File: src/rtl/control_sequencer.sv
// Five-step microcode sequencer for an 8-bit accumulator CPU.
// Decodes the datapath control word from the T-state and the IR opcode nibble.
module control_sequencer (
  input  logic       clk,
  input  logic       reset,
  input  logic [3:0] opcode,
  input  logic       flag_zero,
  input  logic       flag_carry,
  output logic [2:0] step,
  output logic       pc_enable,
  output logic       pc_load,
  output logic       pc_oe,
  output logic       mar_load,
  output logic       ram_oe,
  output logic       ram_we,
  output logic       ir_load,
  output logic       ir_oe,
  output logic       a_load,
  output logic       a_oe,
  output logic       b_load,
  output logic       alu_oe,
  output logic       alu_sub,
  output logic       flags_load,
  output logic       out_load,
  output logic       halt
);

  localparam int unsigned STEP_W = 3;

  typedef enum logic [STEP_W-1:0] {
    T0   = 3'd0,
    T1   = 3'd1,
    T2   = 3'd2,
    T3   = 3'd3,
    T4   = 3'd4,
    HALT = 3'd5
  } state_t;

  typedef struct packed {
    logic pc_enable;
    logic pc_load;
    logic pc_oe;
    logic mar_load;
    logic ram_oe;
    logic ram_we;
    logic ir_load;
    logic ir_oe;
    logic a_load;
    logic a_oe;
    logic b_load;
    logic alu_oe;
    logic alu_sub;
    logic flags_load;
    logic out_load;
    logic halt;
  } ctrl_t;

  state_t state;
  state_t state_next;
  ctrl_t  cw;
  ctrl_t  ctrl;

  // State register
  always_ff @(posedge clk) begin
    if (reset) state <= T0;
    else       state <= state_next;
  end

  // Next-state and control-word decode
  always_comb begin
    state_next = state;
    cw         = '0;
    case (state)
      T0: begin
        cw.pc_oe    = 1'b1;
        cw.mar_load = 1'b1;
        state_next  = T1;
      end
      T1: begin
        cw.ram_oe    = 1'b1;
        cw.ir_load   = 1'b1;
        cw.pc_enable = 1'b1;
        state_next   = T2;
      end
      T2: begin
        state_next = T0;
        case (opcode)
          4'h1, 4'h2, 4'h3, 4'h4: begin
            cw.ir_oe    = 1'b1;
            cw.mar_load = 1'b1;
            state_next  = T3;
          end
          4'h5: begin
            cw.ir_oe  = 1'b1;
            cw.a_load = 1'b1;
          end
          4'h6: begin
            cw.ir_oe   = 1'b1;
            cw.pc_load = 1'b1;
          end
          4'h7: begin
            cw.ir_oe   = flag_carry;
            cw.pc_load = flag_carry;
          end
          4'h8: begin
            cw.ir_oe   = flag_zero;
            cw.pc_load = flag_zero;
          end
          4'hE: begin
            cw.a_oe     = 1'b1;
            cw.out_load = 1'b1;
          end
          4'hF: state_next = HALT;
          default: ;
        endcase
      end
      T3: begin
        state_next = T0;
        case (opcode)
          4'h1: begin
            cw.ram_oe = 1'b1;
            cw.a_load = 1'b1;
          end
          4'h2, 4'h3: begin
            cw.ram_oe  = 1'b1;
            cw.b_load  = 1'b1;
            state_next = T4;
          end
          4'h4: begin
            cw.a_oe   = 1'b1;
            cw.ram_we = 1'b1;
          end
          default: ;
        endcase
      end
      T4: begin
        state_next = T0;
        if (opcode == 4'h2 || opcode == 4'h3) begin
          cw.alu_oe     = 1'b1;
          cw.a_load     = 1'b1;
          cw.flags_load = 1'b1;
          cw.alu_sub    = (opcode == 4'h3);
        end
      end
      HALT: begin
        cw.halt    = 1'b1;
        state_next = HALT;
      end
      default: state_next = T0;
    endcase
  end

  // Reset masks the whole control word within the cycle it is asserted
  assign ctrl = reset ? '0 : cw;
  assign step = STEP_W'(state);

  assign pc_enable  = ctrl.pc_enable;
  assign pc_load    = ctrl.pc_load;
  assign pc_oe      = ctrl.pc_oe;
  assign mar_load   = ctrl.mar_load;
  assign ram_oe     = ctrl.ram_oe;
  assign ram_we     = ctrl.ram_we;
  assign ir_load    = ctrl.ir_load;
  assign ir_oe      = ctrl.ir_oe;
  assign a_load     = ctrl.a_load;
  assign a_oe       = ctrl.a_oe;
  assign b_load     = ctrl.b_load;
  assign alu_oe     = ctrl.alu_oe;
  assign alu_sub    = ctrl.alu_sub;
  assign flags_load = ctrl.flags_load;
  assign out_load   = ctrl.out_load;
  assign halt       = ctrl.halt;

endmodule

File: config.mk
export PLATFORM = sky130hd
export DESIGN_NAME = control_sequencer
export DESIGN_NICKNAME = d
export VERILOG_FILES = /design/src/rtl/control_sequencer.sv
export SDC_FILE = /design/constraint.sdc
export NUM_CORES = 1
export LEC_CHECK = 0
export ABC_AREA = 0
export CORE_AREA = 2 2 39 41
export CTS_BUF_LIST = sky130_fd_sc_hd__clkbuf_16
export DETAILED_ROUTE_END_ITERATION = 7
export DIE_AREA = 0 0 41 43
export PLACE_DENSITY = 0.74
export SYNTH_ARGS = -nofsm -noshare
export SYNTH_HDL_FRONTEND = slang
export SYNTH_SLANG_ARGS = --single-unit
export TNS_END_PERCENT = 5
File: constraint.sdc
create_clock -name clk -period 1.8 [get_ports clk]
set_input_delay 0.36 -clock clk [delete_from_list [all_inputs] [get_ports clk]]
set_output_delay 0.36 -clock clk [all_outputs]
set_load 0.02 [all_outputs]
==> results.yml <==
clock_tree:
  clkSinkCount: 3
  cts.clk_slew.worst_paths_ns: 0.03
  postCtsHoldBufs: 0
  ctsLongestPathBuffers: 2
  htreeDepth: 1
  cts_tree: "done"
  clk-insertion-delay-late_ns: 0.23
  cts_buffers: 3
  cts_root_buffer: "clkbuf_16"
synth:
  syn_inst: 66
  synth_area_leader_cell: "dfxtp_1"
  synth_common_cells: "8 x nor2_1, 4 x a21oi_1, 4 x buf_2, 4 x nand2_1"
  synthArstFlopShare_pct: 0
  synth_seq_cells: 3
  syn_area_per_cell_um2: 6.88
  ys_warn_count: 0
  synthTopCellsByArea: "dfxtp_1 13%, nor2_1 6.6%, a211oi_1 5.0%"
  synth_most_common_cell: "nor2_1"
  synth_ff_type: "dfxtp_1"
  mappedNetlistNets: 74
  synth_area_um2: 454
  synth.distinct_cells: 36
  synth_edf_count: 0
  synth_top_area_share_pct: 13.2
  ys_seq_area_share_pct: 13.2
drt:
  drt-total-wl_um: 1860
  drtAntennaViolNets: 0
  wl_per_cell_um: 14.3
  firstDrtPassIters: 4
  initialDrtViolationCount: 14
  route.detailed.drc: 0
  via_per_inst: 5.24
  num_vias: 681
worst_setup_path:
  worstPathCellList: "or3_4 -> or2_4 -> a211oi_2 -> buf_4"
  crit_type: "reg -> out"
  r2r-start: "step[1]$_SDFF_PP0_"
  startpoint_type: "flip-flop"
  critPathTopFamily: "simple AND/OR/NAND/NOR gates"
  worst_ep_arrival_time_ns: 1.49
  crit_buf_inv: 1
  worstPathMaxFanout: 5
  max_stage_delay_ns: 0.38
  startpoint: "step[2]$_SDFF_PP0_"
  cp-end-kind: "primary output"
  cp_slowest_cell: "or3_4"
  crit_required_ns: 1.44
global_routing:
  grt_pass1_vias: 636
  grt_pass1_wl_um: 2780
  gr-total-overflow: 0
  grtUsageTotal_pct: 22.8
  grt_max_degree: 12
  grt_antenna_before_repair: 0
timing:
  whs_ns: 0.482
  fmax_mhz: 541
  maxSlewViolCount: 0
  tightest_slew_ns: 0.218
  skew_ns: 0.00189
  period_needed_ns: 1.85
  rsz0062_at_grt: "yes"
  hold_viol: 0
  layout_setup_ws_ns: -0.0476
  fin_crit_sh_pct: 103
  setup_viol: 1
  max_slew_margin_pct: 85.4
die:
  die_w_um: 41
  initial_core_util_pct: 32.8
  rows: 14
  io_pins: 27
  die_h_um: 43
  core_area_um2: 1380
  die_area_um2: 1760
cells_and_area:
  num-nets-final: 123
  largest_reg_flops: 3
  area_growth_pct: 119
  drive_above_1_share_pct: 60.5
  final_core_util_pct: 71.8
  layout.cells.non_filler: 130
  n_antenna_cell: 0
placed_design:
  place_inst: 123
  hpwl_um: 1170
  post-place-ws_ns: -0.805
  place.port_buffers: 26
  gp_congestion: 0.858
worst_hold_path:
  hold_path_startpoint: "reset"
  min_path_type: "in -> reg"
status:
  failed_checks: "setup timing"
  outcome: "complete, but fails checks"
pwr:
  p_leak_nw: 0.470
  ir_drop_mv: 0.302
  power_density_nw_per_um2: 647
job:
  max-cap-violations: 0
metrics by stage:
step | TNS, ns | cell area [um2] | power, mW
6_report | -0.0476 | 993 | 0.642
5_1_grt | -0.241 | 993 | 0.664
4_1_cts | -0.519 | 970 | 0.626
3_5_place_dp | -10.04 | 862 | 0.259
3_3_place_gp | -9.57 | 862 | 0.256
2_1_floorplan | -0.0646 | 459 | 0.168
tightest hold or removal path: cells and delay by family:
family / cells / cell delay [ns]
AOI/OAI and AO/OA: 1 / 0.06
buffers and inverters: 2 / 0.25
cell families after synthesis:
kind of cell / share of synthesized area (%)
AOI/OAI and AO/OA: 22.3
buffers and inverters: 13.5
and+or+nand+nor: 49.0
DFF: 13.2
xor gates and xnor gates: 1.93
cell type report:
| type | count | area, um2 |
|---|---|---|
| clock inverter | 1 | 3.75 |
| multi-input combinational | 52 | 424 |
| tap | 16 | 20.0 |
| inverter | 3 | 11.3 |
| fill | 116 | 390 |
| sequential | 3 | 66.3 |
| clock buffer | 3 | 75.1 |
| timing repair buffer | 52 | 393 |
cell usage in the layout (no fill, tap or decap), drive strengths merged, types with 3 or more instances in the layout:
master,count
inv,4
buf,39
dfxtp,3
nor2,8
clkbuf,7
a211oi,4
nand2,4
a21oi,4
clkdlybuf4s50,4
nand4,3
nand3,3
per-layer routing:
| layer | wire length [um] | global-route usage, % | vias up |
|---|---|---|---|
| met4 | 18 | 8.00 | 0 |
| met2 | 993 | 39.1 | 24 |
| met3 | 90 | 3.14 | 2 |
| met1 | 758 | 27.0 | 320 |
| li1 | - | - | 335 |
| met5 | 0 | 0 | - |
power by group:
group          switching [mW]  internal (mW)  total [mW]
sequential            0.00758         0.0723      0.0799
combinational           0.105         0.0999       0.205
clock                  0.0701          0.287       0.358
total                   0.183          0.460       0.642
repair_timing:
action                                  in CTS  in global routing
resized for setup                           72                 32
cloned                                       0                  1
hold endpoints to repair                     0                  0
endpoints found under the setup margin      16                 14
pin swaps                                    7                  9
setup buffers                                1                  1
path summary, 6_finish.rpt:
path,endpoint,slack [ns],depth (start not counted)
max,ir_oe,-0.05,4
min,step[1]$_SDFF_PP0_,0.48,3
max reg2reg,step[0]$_SDFF_PP0_,0.55,5
min reg2reg,step[1]$_SDFF_PP0_,0.58,2
No activity file was read; power rests on OpenSTA's default activity.
